**src/rtl/io_controller.sv**
```systemverilog
// Memory-mapped KEY/SW/LEDR/HEX controller.
// Synchronizes and debounces inputs and keeps sticky ready/overrun status.

module io_input_group #(
  parameter int W = 4,
  parameter int N = 10000
) (
  input  logic         clk,
  input  logic         reset,
  input  logic [W-1:0] raw,
  input  logic         data_read,
  input  logic         ctrl_clear,
  output logic [W-1:0] data,
  output logic         ready,
  output logic         overrun
);

  localparam int CW = (N > 1) ? $clog2(N) : 1;
  localparam logic [CW-1:0] LAST = CW'(N - 1);

  logic [W-1:0]  sync1;
  logic [W-1:0]  sync2;
  logic [W-1:0]  cand;
  logic [W-1:0]  cand_next;
  logic [CW-1:0] cnt;
  logic [CW-1:0] cnt_next;
  logic          update;

  // two-flop synchronizer
  always_ff @(posedge clk or posedge reset) begin
    if (reset) begin
      sync1 <= '0;
      sync2 <= '0;
    end else begin
      sync1 <= raw;
      sync2 <= sync1;
    end
  end

  // candidate tracking; update fires on the edge the count reaches N-1
  always_comb begin
    cand_next = cand;
    cnt_next  = cnt;
    if (sync2 != cand) begin
      cand_next = sync2;
      cnt_next  = '0;
    end else if (cand != data) begin
      cnt_next  = cnt + 1'b1;
    end
    update = (cand_next != data) && (cnt_next == LAST);
  end

  // debouncer and sticky status registers
  always_ff @(posedge clk or posedge reset) begin
    if (reset) begin
      cand    <= '0;
      cnt     <= '0;
      data    <= '0;
      ready   <= 1'b0;
      overrun <= 1'b0;
    end else begin
      cand    <= cand_next;
      cnt     <= update ? '0 : cnt_next;
      if (update)
        data  <= cand_next;
      ready   <= update | (ready & ~data_read);
      overrun <= (update & ready & ~data_read)
               | (overrun & ~ctrl_clear);
    end
  end

endmodule

module io_controller #(
  parameter int DBITS = 32,
  parameter int DEBOUNCE_CYCLES = 10000,
  parameter logic [DBITS-1:0] ADDR_HEX   = 32'hF0000000,
  parameter logic [DBITS-1:0] ADDR_LEDR  = 32'hF0000004,
  parameter logic [DBITS-1:0] ADDR_KDATA = 32'hF0000010,
  parameter logic [DBITS-1:0] ADDR_KCTRL = 32'hF0000110,
  parameter logic [DBITS-1:0] ADDR_SDATA = 32'hF0000014,
  parameter logic [DBITS-1:0] ADDR_SCTRL = 32'hF0000114
) (
  input  logic             clk,
  input  logic             reset,
  input  logic [DBITS-1:0] addr_in,
  input  logic             wr_en,
  input  logic             rd_en,
  input  logic [DBITS-1:0] data_in,
  output logic [DBITS-1:0] data_out,
  input  logic [3:0]       key_in,
  input  logic [9:0]       sw_in,
  output logic [9:0]       ledr_out,
  output logic [15:0]      hex_out
);

  logic [15:0] hex;
  logic [9:0]  ledr;
  logic [3:0]  kdata;
  logic [9:0]  sdata;
  logic        krdy;
  logic        kovr;
  logic        srdy;
  logic        sovr;
  logic        kread;
  logic        sread;
  logic        kclr;
  logic        sclr;
  logic        unused_bits;

  assign unused_bits = ^data_in[DBITS-1:16];

  assign kread = rd_en && (addr_in == ADDR_KDATA);
  assign sread = rd_en && (addr_in == ADDR_SDATA);
  assign kclr  = wr_en && (addr_in == ADDR_KCTRL) && !data_in[1];
  assign sclr  = wr_en && (addr_in == ADDR_SCTRL) && !data_in[1];

  // writable output registers
  always_ff @(posedge clk or posedge reset) begin
    if (reset) begin
      hex  <= '0;
      ledr <= '0;
    end else if (wr_en) begin
      if (addr_in == ADDR_HEX)
        hex  <= data_in[15:0];
      if (addr_in == ADDR_LEDR)
        ledr <= data_in[9:0];
    end
  end

  assign hex_out  = hex;
  assign ledr_out = ledr;

  io_input_group #(
    .W (4),
    .N (DEBOUNCE_CYCLES)
  ) u_key (
    .clk        (clk),
    .reset      (reset),
    .raw        (~key_in),
    .data_read  (kread),
    .ctrl_clear (kclr),
    .data       (kdata),
    .ready      (krdy),
    .overrun    (kovr)
  );

  io_input_group #(
    .W (10),
    .N (DEBOUNCE_CYCLES)
  ) u_sw (
    .clk        (clk),
    .reset      (reset),
    .raw        (sw_in),
    .data_read  (sread),
    .ctrl_clear (sclr),
    .data       (sdata),
    .ready      (srdy),
    .overrun    (sovr)
  );

  // combinational read mux, unmapped addresses read as zero
  always_comb begin
    data_out = '0;
    unique case (1'b1)
      (addr_in == ADDR_HEX):   data_out = DBITS'(hex);
      (addr_in == ADDR_LEDR):  data_out = DBITS'(ledr);
      (addr_in == ADDR_KDATA): data_out = DBITS'(kdata);
      (addr_in == ADDR_KCTRL): data_out = DBITS'({kovr, krdy});
      (addr_in == ADDR_SDATA): data_out = DBITS'(sdata);
      (addr_in == ADDR_SCTRL): data_out = DBITS'({sovr, srdy});
      default:                 data_out = '0;
    endcase
  end

endmodule
```
**config.mk**
```make
export PLATFORM = sky130hd
export DESIGN_NAME = io_controller
export DESIGN_NICKNAME = d
export VERILOG_FILES = /design/src/rtl/io_controller.sv
export SDC_FILE = /design/constraint.sdc
export NUM_CORES = 1
export LEC_CHECK = 0
export CORE_ASPECT_RATIO = 1.4
export CORE_MARGIN = 3
export CORE_UTILIZATION = 45
export DETAILED_ROUTE_END_ITERATION = 16
export HOLD_SLACK_MARGIN = 0.12
export PLACE_DENSITY_LB_ADDON = 0.1
export SYNTH_ARGS = -nofsm -noshare
export SYNTH_HDL_FRONTEND = slang
export SYNTH_HIERARCHICAL = 1
export SYNTH_SLANG_ARGS = --single-unit
```
**constraint.sdc**
```tcl
create_clock -name clk -period 2.7 [get_ports clk]
set_input_delay 0.54 -clock clk [delete_from_list [all_inputs] [get_ports clk]]
set_output_delay 0.54 -clock clk [all_outputs]
set_load 0.01 [all_outputs]
```
Yosys cells after proc, flatten, opt, wreduce, memory -nomap -nowiden
Cells that the tools add are included.
- register bits after elaboration: 114
- input port bits: 82
- output and inout port bits: 58
- $add $sub $neg: 2
- equal/unequal tests: 14
- muxes and demuxes: 9
- bitwise operators: 17
- reductions and logical operators: 11
- operators with widths (cell ; count):
    32-bit == test (second input constant) ; 6
    16-bit one-hot mux with 6 select lines ; 1
    14-bit 2-to-1 mux ; 6
    10-bit inequality test ; 3
    14-bit by 1-bit adder with 14-bit output (second input constant) ; 2
    14-bit == test (second input constant) ; 2
    4-bit inequality test ; 3
    10-bit 2-to-1 mux ; 1
    1-bit bitwise AND ; 8
    1-bit logical AND ; 8
    4-bit 2-to-1 mux ; 1
    1-bit NOT ; 4
    4-bit NOT ; 1
    1-bit bitwise OR ; 4
    2-bit AND reduction ; 2
    1-bit zero test ; 1

Logic depth before layout (Yosys ltp)
- depth in word-level cells: 8
- gate-level depth with buffers: 9

Cells and area by module
Netlist, hierarchy kept.
- modules (own cells, without submodules) (module ; times used ; cells each ; area each (um^2) ; sequential area each (um^2)):
    io_input_group at u_sw ; 1 ; 202 ; 2523.7 ; 1401.3
    io_controller ; 1 ; 144 ; 1720.4 ; 650.6
    io_input_group at u_key ; 1 ; 135 ; 1503.9 ; 800.8

Least setup slack after synthesis
OpenSTA, ideal clock, no wires.
- path type: reg2reg
- start point: reg u_key.data[0]
- end point: reg u_key.data[0]
- data arrival time: 2720 ps
- required time: 2575 ps
- slack: -145 ps
- cell stages (with the launch flop): 9
- path buffers: 2
- cell sequence: dfrtp_1 > xor2_1 > or4_1 > clkbuf_2 > a2111o_1 > a2111o_1 > nor4_4 > buf_6 > mux2_4
- word-level cells in the longest chain between the ends: 5
- RTL lines (element ; line ; source):
    start, declared ; 13 ; output logic [W-1:0] data,
    start signal, assigned ; 65 ; data <= cand_next;
    4-bit inequality test ; 47 ; end else if (cand != data) begin
    14-bit 2-to-1 mux ; 47 ;
    14-bit 2-to-1 mux ; 44 ; if (sync2 != cand) begin
    14-bit == test ; 50 ; update = (cand_next != data) && (cnt_next == LAST);
    1-bit logical AND (*) ; 50 ;
Every way passes the cells marked *; elsewhere a longest branch is shown, timed or not.
A chain may end at the register's enable or synchronous reset.

Worst setup path after layout
- start point: reg u_key.data[1]
- end point: reg u_key.data[0]
Same word-level chain as after synthesis.

==> results.py <==
metrics = {
    "synthesis": {
        "netlist_instances": 481,
        "yosys.area.top_type": "dfrtp_1",
        "synth_edf_count": 0,
        "yosysSeqAreaShare_pct": 49.6,
        "syn_area_sq_um": 5750,
        "synth.distinct_cells": 61,
        "synth_top_area_share_pct": 49.6,
        "ys_ff_latch": 114,
        "synth-async-reset-ratio_pct": 100,
        "synth_ff_type": "dfrtp_1",
        "synth_area_leaders": "dfrtp_1 (50%), xor2_1 (6.2%), mux2_4 (5.2%), xnor2_1 (4.3%), mux2_2 (4.1%)",
        "ys_warn_count": 6,
        "postSynthAreaPerCell_sq_um": 12.0,
    },
    "power_and_ir_drop": {
        "p_leak_nw": 3.82,
        "p_per_area_nw_per_um2": 496,
        "totalPowerFinal_mw": 4.01,
        "peakVddDrop_uv": 366,
    },
    "floorplan": {
        "ios": 140,
        "dieArea_sq_um": 14200,
        "core_sq_um": 12400,
        "initial_core_util_pct": 46.2,
        "die_h_um": 140,
        "fp-row-count": 48,
        "die_x_um": 102,
    },
    "placement": {
        "dp_slack_ns": -0.637,
        "place_area_sq_um": 7300,
        "dp.cells": 768,
        "finalWeightedCongestion": 0.865,
        "port-buffer-count": 107,
        "detailed_place_hpwl_mm": 10.2,
    },
    "drt": {
        "drc": 0,
        "drtIter0Drc": 153,
        "routed_wirelength_mm": 14.2,
        "vias_per_cell": 5.20,
        "drtPass1Iterations": 4,
        "wl_per_cell_um": 17.3,
        "ant_nets": 0,
        "vias": 4261,
    },
    "worst_setup_path": {
        "arrival_ns": 3.01,
        "cp_slowest_cell": "or4_4",
        "crit_top_cell": "a2111o_1",
        "required_ns": 2.98,
        "r2r_slack_ns": -0.02,
        "crit_chain": "xor2_1, or4_4, a2111o_1, a2111o_1, nor4_4, buf_6, mux2_4",
        "slowest_delay_ns": 0.55,
        "endpoint": "u_key/data[0]",
        "crit_type": "flop to flop",
        "r2r_cells": 7,
        "cp-startpoint": "u_key/data[1]",
        "end_kind": "flop",
        "critPathMaxFanout": 6,
        "r2r_end": "u_key/data[0]",
        "r2r_start": "u_key/data[1]",
        "start_kind": "flop",
    },
    "clock_network": {
        "clk_pin_slew_worst_paths_ns": 0.06,
        "htree_levels": 4,
        "clk_root_buffer_cell": "clkbuf_16",
        "clock_latency_ns": 0.41,
        "clock_path_buffers": 2,
        "cts_buffers": 17,
        "cts_tree": "built",
        "numClockSinks": 114,
    },
    "layout": {
        "fin_cells": 820,
        "n_antenna_cell": 0,
        "fin_nets": 741,
        "area_growth_pct": 40.7,
        "fin_util_pct": 65.0,
        "postLayoutCellArea_sq_um": 8090,
        "drive_above_1_share_pct": 34.6,
    },
    "global_routing": {
        "track_usage_pct": 20.6,
        "grt_max_degree": 55,
        "overflow": 0,
        "antenna_found_initial": 0,
        "grt_pass1_vias": 4523,
        "grt_pass1_wl_mm": 22.7,
    },
    "sta": {
        "report.final.slew_viol_count": 0,
        "fin_ws_ns": -0.0240,
        "period_minus_slack_ns": 2.72,
        "setup_viol": 8,
        "rsz0062_at_grt": "yes",
        "hold_violations": 0,
        "finalCritPeriodShare_pct": 101,
        "tightest_slew_ns": 0.508,
        "max_clock_freq_mhz": 367,
        "final.setup.tns_ns": -0.0847,
        "maxSlewHeadroom_pct": 65.8,
        "clock_skew_ns": 0.00986,
        "hold_slack_ns": 0.339,
    },
    "run_status": {
        "violations": "negative setup slack",
        "status": "finished with violations",
    },
    "flow_run": {
        "cap_violations": 0,
    },
    "min_path": {
        "min_path_type": "flop to flop",
    },
}
==> Yosys cell counts (4+ instances only) <==
library cell and instances:
nand2_1 27, clkbuf_1 21, a22oi_1 12, mux2i_1 4, nor2_1 20, mux2_4 20
dfrtp_1 114, nor4_2 4, nor3_1 16, mux2_2 21, and2_1 8, and3_1 10
nor4_1 7, nand3_1 12, xnor2_1 28, buf_4 18, nor3b_1 10, and4_1 5
nand4_1 13, xor2_1 41, inv_1 12
==> routing by layer <==
| metal | up-vias | global-route usage (%) | share of wire (%) |
|---|---|---|---|
| met5 | - | 0 | 0 |
| met4 | 0 | 6.65 | 1.9 |
| met3 | 16 | 5.87 | 5.0 |
| met2 | 116 | 37.0 | 54 |
| met1 | 2100 | 22.9 | 39 |
| li1 | 2029 | - | - |
==> repair_timing <==
| action | CTS | global route |
|---|---|---|
| resized for setup | 132 | 54 |
| gates cloned | 2 | 0 |
| setup endpoints to repair | 38 | 39 |
| pin swaps | 25 | 21 |
| setup buffers | 14 | 6 |
| hold buffers | 0 | 0 |
==> how the worst min path moves through the flow <==
| stage | start | to | cells after the start |
|---|---|---|---|
| 2_1_floorplan | u_key/sync1[0] | u_key/sync2[0] | 0 |
| 3_3_place_gp | u_sw/sync1[5] | u_sw/sync2[5] | 0 |
| 3_5_place_dp | u_sw/sync1[0] | u_sw/sync2[0] | 0 |
| 4_1_cts | u_key/sync1[1] | u_key/sync2[1] | 0 |
| 5_1_grt | u_key/sync1[1] | u_key/sync2[1] | 0 |
| 6_report | u_sw/sync1[2] | u_sw/sync2[2] | 0 |
==> registers in the layout, summed over array words and instances, names as in the netlist <==
name           cells
u_key/cand         4
u_sw/overrun       1
u_sw/sync1        10
u_sw/cand         10
ledr_out          10
u_key/ready        1
u_key/sync2        4
u_sw/sync2        10
u_key/overrun      1
u_sw/ready         1
hex_out           16
u_sw/data         10
u_sw/cnt          14
u_key/data         4
u_key/sync1        4
u_key/cnt         14
==> worst max-delay path, delay by kind of cell, from the launching register on <==
family,cells,cell delay [ns]
muxes,1,0.31
DFF,1,0.39
AOI/OAI and AO/OA,2,0.82
buffers and inverters,1,0.19
and+or+nand+nor,2,0.72
xor gates and xnor gates,1,0.18
==> area by class of cell <==
cell class                 instances  area, sq um
fill                             969         4350
sequential                       114         2850
multi-input combinational        326         2830
timing repair buffer             186         1630
clock buffer                      17          425
tap                              150          188
clock inverter                    15          111
inverter                          12         45.0
==> cells by family (layout without fill, tap and decap cells) <==
logic type | after synthesis | after routing | synth area share, %
fa+ha+maj | 2 | 2 | 0.435
flops | 114 | 114 | 49.6
other cells | 1 | 16 | 0.0652
simple gates | 160 | 160 | 18.8
mux | 45 | 45 | 10.0
xor+xnor | 69 | 69 | 10.5
compound gates | 34 | 34 | 5.22
buf+inv | 56 | 230 | 5.27
==> power breakdown <==
group | leakage (nW) | switching (mW) | internal [mW]
Clock | 0.256 | 0.827 | 1.18
Sequential | 1.49 | 0.0262 | 1.74
Combinational | 2.08 | 0.117 | 0.122
==> placed cells by master (no fill, tap or decap), types with 7 or more instances in the layout <==
| cell type | n |
|---|---|
| a22oi_2 | 7 |
| and3_1 | 9 |
| buf_2 | 15 |
| buf_4 | 63 |
| buf_6 | 14 |
| clkbuf_16 | 17 |
| clkbuf_2 | 13 |
| clkdlybuf4s50_1 | 59 |
| conb_1 | 16 |
| dfrtp_1 | 114 |
| dlygate4sd2_1 | 11 |
| inv_1 | 11 |
| mux2_2 | 18 |
| mux2_4 | 23 |
| nand2_1 | 25 |
| nand3_1 | 12 |
| nand4_1 | 13 |
| nor2_1 | 20 |
| nor3_1 | 14 |
| nor3b_1 | 10 |
| nor4_4 | 7 |
| xnor2_1 | 28 |
| xor2_1 | 40 |
No activity file was read; power rests on OpenSTA's default activity.
